==> config.mk <==
export PLATFORM = sky130hd
export DESIGN_NAME = demux_dispatcher
export DESIGN_NICKNAME = d
export VERILOG_FILES = /design/src/rtl/demux_pkg.sv /design/src/rtl/rr_next_ch.sv /design/src/rtl/demux_dispatcher.sv
export SDC_FILE = /design/constraint.sdc
export NUM_CORES = 1
export LEC_CHECK = 0
export CORE_MARGIN = 2
export CORE_UTILIZATION = 40
export DETAILED_ROUTE_END_ITERATION = 10
export HOLD_SLACK_MARGIN = 0.1
export PLACE_DENSITY = 0.66
export SLEW_MARGIN = 25
export SYNTH_ARGS = -nofsm -noshare
export SYNTH_HDL_FRONTEND = slang
export SYNTH_SLANG_ARGS = --single-unit
==> constraint.sdc <==
create_clock -name clk -period 3.7 [get_ports clk]
set_input_delay 0.925 -clock clk [delete_from_list [all_inputs] [get_ports clk]]
set_output_delay 0.925 -clock clk [all_outputs]
set_load 0.02 [all_outputs]
==> src/rtl/demux_pkg.sv <==
// Shared types and constants for the 1-to-4 demux dispatcher.
package demux_pkg;

  localparam int N_CH  = 4;
  localparam int SEL_W = 2;

  typedef enum logic [1:0] {
    IDLE = 2'd0,
    SEND = 2'd1,
    GAP  = 2'd2
  } state_t;

endpackage

==> src/rtl/rr_next_ch.sv <==
// Round-robin channel picker: first enabled channel strictly after ptr,
// wrapping 3->0. When ptr is the only enabled channel it is picked again.
module rr_next_ch
  import demux_pkg::*;
(
  input  logic [SEL_W-1:0] ptr,
  input  logic [N_CH-1:0]  enable,
  output logic [SEL_W-1:0] next,
  output logic             any
);

  // Scan offsets from farthest to nearest so the nearest enabled channel wins.
  always_comb begin
    // NOTE: every output gets a default before the loop, so no path leaves
    // it unassigned and no latch is inferred.
    next = ptr;
    any  = |enable;
    for (int i = N_CH; i >= 1; i--) begin
      if (enable[ptr + SEL_W'(i)]) begin
        next = ptr + SEL_W'(i);
      end
    end
  end

endmodule

==> src/rtl/demux_dispatcher.sv <==
// Serial-bit dispatcher feeding a 1-to-4 demux. Fixed-length bursts are
// steered to enabled channels in round-robin order, with a break-before-make
// gap (dout low) between bursts so sel never moves while a bit is on dout.
module demux_dispatcher
  import demux_pkg::*;
#(
  parameter int BURST_LEN  = 8,
  parameter int GAP_CYCLES = 1,
  parameter int CNT_W      = $clog2(BURST_LEN + GAP_CYCLES + 1)
) (
  input  logic             clk,
  input  logic             rst_n,
  input  logic             in_valid,
  input  logic             in_data,
  output logic             in_ready,
  input  logic [N_CH-1:0]  ch_enable,
  output logic [SEL_W-1:0] sel,
  output logic             dout,
  output logic             dout_valid,
  output logic             burst_done
);

  localparam logic [CNT_W-1:0] BURST_LAST = CNT_W'(BURST_LEN - 1);
  localparam logic [CNT_W-1:0] GAP_LAST   = CNT_W'(GAP_CYCLES - 1);

  state_t             state_q, state_d;
  logic [SEL_W-1:0]   sel_d;
  logic [SEL_W-1:0]   ptr_q, ptr_d;
  logic [CNT_W-1:0]   cnt_q, cnt_d;
  logic               dout_d, dout_valid_d, burst_done_d;
  logic [SEL_W-1:0]   rr_next;
  logic               rr_any;
  logic               xfer;

  // in_ready depends on state only, so upstream sees no path from in_valid.
  assign in_ready = (state_q == SEND);
  assign xfer     = in_valid & in_ready;

  rr_next_ch u_rr (
    .ptr    (ptr_q),
    .enable (ch_enable),
    .next   (rr_next),
    .any    (rr_any)
  );

  // Next-state and next-output decode. cnt counts accepted bits in SEND and
  // elapsed cycles in GAP; it is cleared on every state change into SEND/GAP.
  always_comb begin
    state_d      = state_q;
    sel_d        = sel;
    ptr_d        = ptr_q;
    cnt_d        = cnt_q;
    dout_d       = 1'b0;
    dout_valid_d = 1'b0;
    burst_done_d = 1'b0;

    case (state_q)
      IDLE: begin
        if (rr_any) begin
          sel_d   = rr_next;
          cnt_d   = '0;
          state_d = SEND;
        end
      end

      SEND: begin
        if (xfer) begin
          dout_d       = in_data;
          dout_valid_d = 1'b1;
          cnt_d        = cnt_q + CNT_W'(1);
        end
        // A bit accepted in the same cycle the channel is disabled is still
        // delivered; the burst ends right after it.
        if ((xfer && (cnt_q == BURST_LAST)) || !ch_enable[sel]) begin
          state_d      = GAP;
          burst_done_d = 1'b1;
          ptr_d        = sel;
          cnt_d        = '0;
        end
      end

      GAP: begin
        if (cnt_q == GAP_LAST) begin
          cnt_d = '0;
          if (rr_any) begin
            sel_d   = rr_next;
            state_d = SEND;
          end else begin
            state_d = IDLE;
          end
        end else begin
          cnt_d = cnt_q + CNT_W'(1);
        end
      end

      default: begin
        state_d = IDLE;
        cnt_d   = '0;
      end
    endcase
  end

  // State and registered outputs; the pointer resets to the last channel so
  // the first grant lands on channel 0.
  always_ff @(posedge clk or negedge rst_n) begin
    if (!rst_n) begin
      state_q    <= IDLE;
      sel        <= '0;
      ptr_q      <= SEL_W'(N_CH - 1);
      cnt_q      <= '0;
      dout       <= 1'b0;
      dout_valid <= 1'b0;
      burst_done <= 1'b0;
    end else begin
      // NOTE: non-blocking assignments so every register samples the values
      // from before this edge, independent of statement order.
      state_q    <= state_d;
      sel        <= sel_d;
      ptr_q      <= ptr_d;
      cnt_q      <= cnt_d;
      dout       <= dout_d;
      dout_valid <= dout_valid_d;
      burst_done <= burst_done_d;
    end
  end

endmodule

==> impl_metrics.toml <==
[logic_synthesis]
yosys.area_share.simple_pct = 15.44
synth_adder_area_share_pct = 9.360
syn-num-nets = 96
synth_area_per_cell_sq_um = 9.781
async_flop_share_pct = 100.0
synthTopCellsByArea = "dfrtp_1, ha_1, dfstp_2"
synth_xor_area_share_pct = 0
netlist_area_sq_um = 802.0
synth_cell_types = 32
ys.flop_type = "dfrtp_1"
synth_cells = 82
yosys_warnings = 0
synth_top_cell_area_share_pct = 34.32
synth_top_cell_by_area = "dfrtp_1"
synth_top_family_by_area = "compound AO/OA/AOI/OAI gates"
muxShareOfSynthArea_pct = 10.45
ys_seq_area_share_pct = 40.87
synth-edff-count = 0
synth_compound_area_share_pct = 19.66
synth_seq_cells = 13

[clock_network]
numCtsBuffers = 3
ctsHoldBuffers = 0
clock_latency_ns = 0.28
clk_path_buf_depth = 2
cts_repair_resize_count = 0
numClockSinks = 13
cts_setup_buffers = 0
cts_root_buf = "clkbuf_4"
htreeDepth = 1
cts_tree = "done"
clk_pin_slew_ns = 0.08

[place]
placed_cell_area_sq_um = 965.9
place_congestion = 0.7142
preCtsSetupSlack_ns = 0.9521
numPortBuffers = 13
hpwlAfterDp_microns = 1218

[job]
maxCapViolCount = 0

[grt]
use_met2_pct = 23.52
grt_pass1_vias = 619
grt_pass1_wl_microns = 2704
track_usage_pct = 14.75
grt_use_met3_pct = 3.681
grt-busiest-layer = "met2"
grt_max_degree = 14
grt_overflow_total = 0
antenna_found_initial = 0
met1_usage_pct = 18.66

[floorplanning]
fp.dieH_microns = 48.78
dieArea_sq_mm = 0.002379
start_util_pct = 41.73
ios = 14
fp.dieW_microns = 48.78
row_count = 16
core_area_sq_mm = 0.001922

[min_path]
hold_path_class = "flip-flop to flip-flop"
hp-start = "cnt_q[1]$_DFFE_PN0P_"
hold_depth = 2
holdPathEnd = "cnt_q[1]$_DFFE_PN0P_"

[timing]
setup_violations = 0
tns_ns = 0
skew_ns = 0.006955
hold_slack_ns = 0.5503
finalHoldViolCount = 0
setup_slack_ns = 1.072
worst_pin_slew_ns = 0.6004
fin_crit_sh_pct = 71.03
rsz0062_at_grt = "false"
maxSlewViolCount = 0
finalCriticalPeriod_ns = 2.628
max_slew_margin_pct = 59.85
fmaxAchievable_ghz = 0.3805

[final_layout]
fillerInstances = 198
layout_commonest_cell = "clkdlybuf4s50_1"
layout_common_cells = "clkdlybuf4s50_1, dfrtp_1, inv_1"
syn_to_final_growth_pct = 23.87
final_core_util_pct = 51.69
n_antenna_cell = 0
nNetsFinal = 114
final_cell_area_sq_um = 993.5
layout-drive-gt1-share_pct = 13.13

[setup_path]
reg2reg_slack_ns = 1.74
crit_path_start_kind = "flip-flop"
critPathSlowestCell = "clkdlybuf4s50_1"
critical_path_class = "flip-flop to output pin"
end_kind = "output pin"
cp.buffers_inverters = 2
cp_data_required_time_ns = 2.77
crit_start = "state_q[1]$_DFFE_PN0P_"
worstPathCellList = "inv_1, ha_1, clkdlybuf4s50_1"
rr_startpoint = "state_q[1]$_DFFE_PN0P_"
crit_family = "buffers and inverters"
cp.arrival_ns = 1.70
crit_path_max_incr_delay_ns = 0.65
cp_max_fo = 7
reg2reg_to = "state_q[1]$_DFFE_PN0P_"
r2r_cells = 7

[drt]
wl_microns = 1549
wl_per_cell_microns = 12.29
first_pass_iters = 1
vias_per_cell = 5.143
detail-route-antenna-nets = 0
vias = 648
drc = 0
drtIter0Drc = 0

[power_and_ir_drop]
p_per_area_mw_per_mm2 = 725.8
p_leak_nw = 0.4642
irDropWorstVdd_mv = 0.3928

[status]
status = "finished, final reports clean"
## stage by stage
stage                     power, mW  cells
after floorplan              0.5183     82
after global placement       0.6279    122
after detailed placement     0.6393    122
after CTS                    0.7304    126
after global routing         0.7840    126
final                        0.7210    126
## cell families after synthesis
kind of cell	Yosys count
flops	13
simple gates	26
compound gates	21
buf+inv	9
fa+ha+maj	6
mux	7
## worst max path at each step
stage                                   to  depth (start not counted)
floorplan           state_q[1]$_DFFE_PN0P_                          5
global placement      cnt_q[2]$_DFFE_PN0P_                          6
detailed placement    cnt_q[2]$_DFFE_PN0P_                          6
CTS                               in_ready                          3
global route                      in_ready                          3
finish                            in_ready                          3
## power by group
group          total (mW)  switching, mW  internal (mW)
registers           0.255         0.0552          0.200
clock network      0.0907         0.0506         0.0401
logic               0.375          0.178          0.197
total               0.721          0.284          0.437
## Yosys cell counts (all sizes together) (2+ instances only)
cell type and number:
nor4 2, a21o 3, nand2b 2, nor2 6, nand2 8, ha 6, dfrtp 11, inv 9
nor3 3, mux2 5, a2bb2oi 3, o21ai 4, dfstp 2, o31ai 2, mux2i 2
## layout make-up
| class | count | area (sq um) | area share (%) |
|---|---|---|---|
| flip-flops and latches | 13 | 327.8 | 33.00 |
| clock buffers | 3 | 22.52 | 2.267 |
| well taps | 27 | 33.78 | 3.401 |
| multi-input cells | 60 | 440.4 | 44.33 |
| repair buffers | 13 | 130.1 | 13.10 |
| clock inverters | 1 | 5.005 | 0.5038 |
| inverters | 9 | 33.78 | 3.401 |
## routing by layer
layer	vias to the layer above	part of all wire [%]
li1	324	-
met1	309	46
met2	11	47
met3	4	4.0
met4	0	2.4
met5	-	0
## registers in the layout (all words and copies together), names as in the netlist
name / cells
sel: 2
burst_done: 1
dout_valid: 1
ptr_q: 2
state_q: 2
cnt_q: 4
dout: 1
## worst register-to-register path: stages (launching register included)
cell	delay (ns)
dfrtp_1	0.42
inv_1	0.09
ha_1	0.27
nand2_1	0.13
nor3_1	0.25
nor2_1	0.11
a211o_1	0.28
mux2_4	0.31
Power figures use the tool's default switching activity.
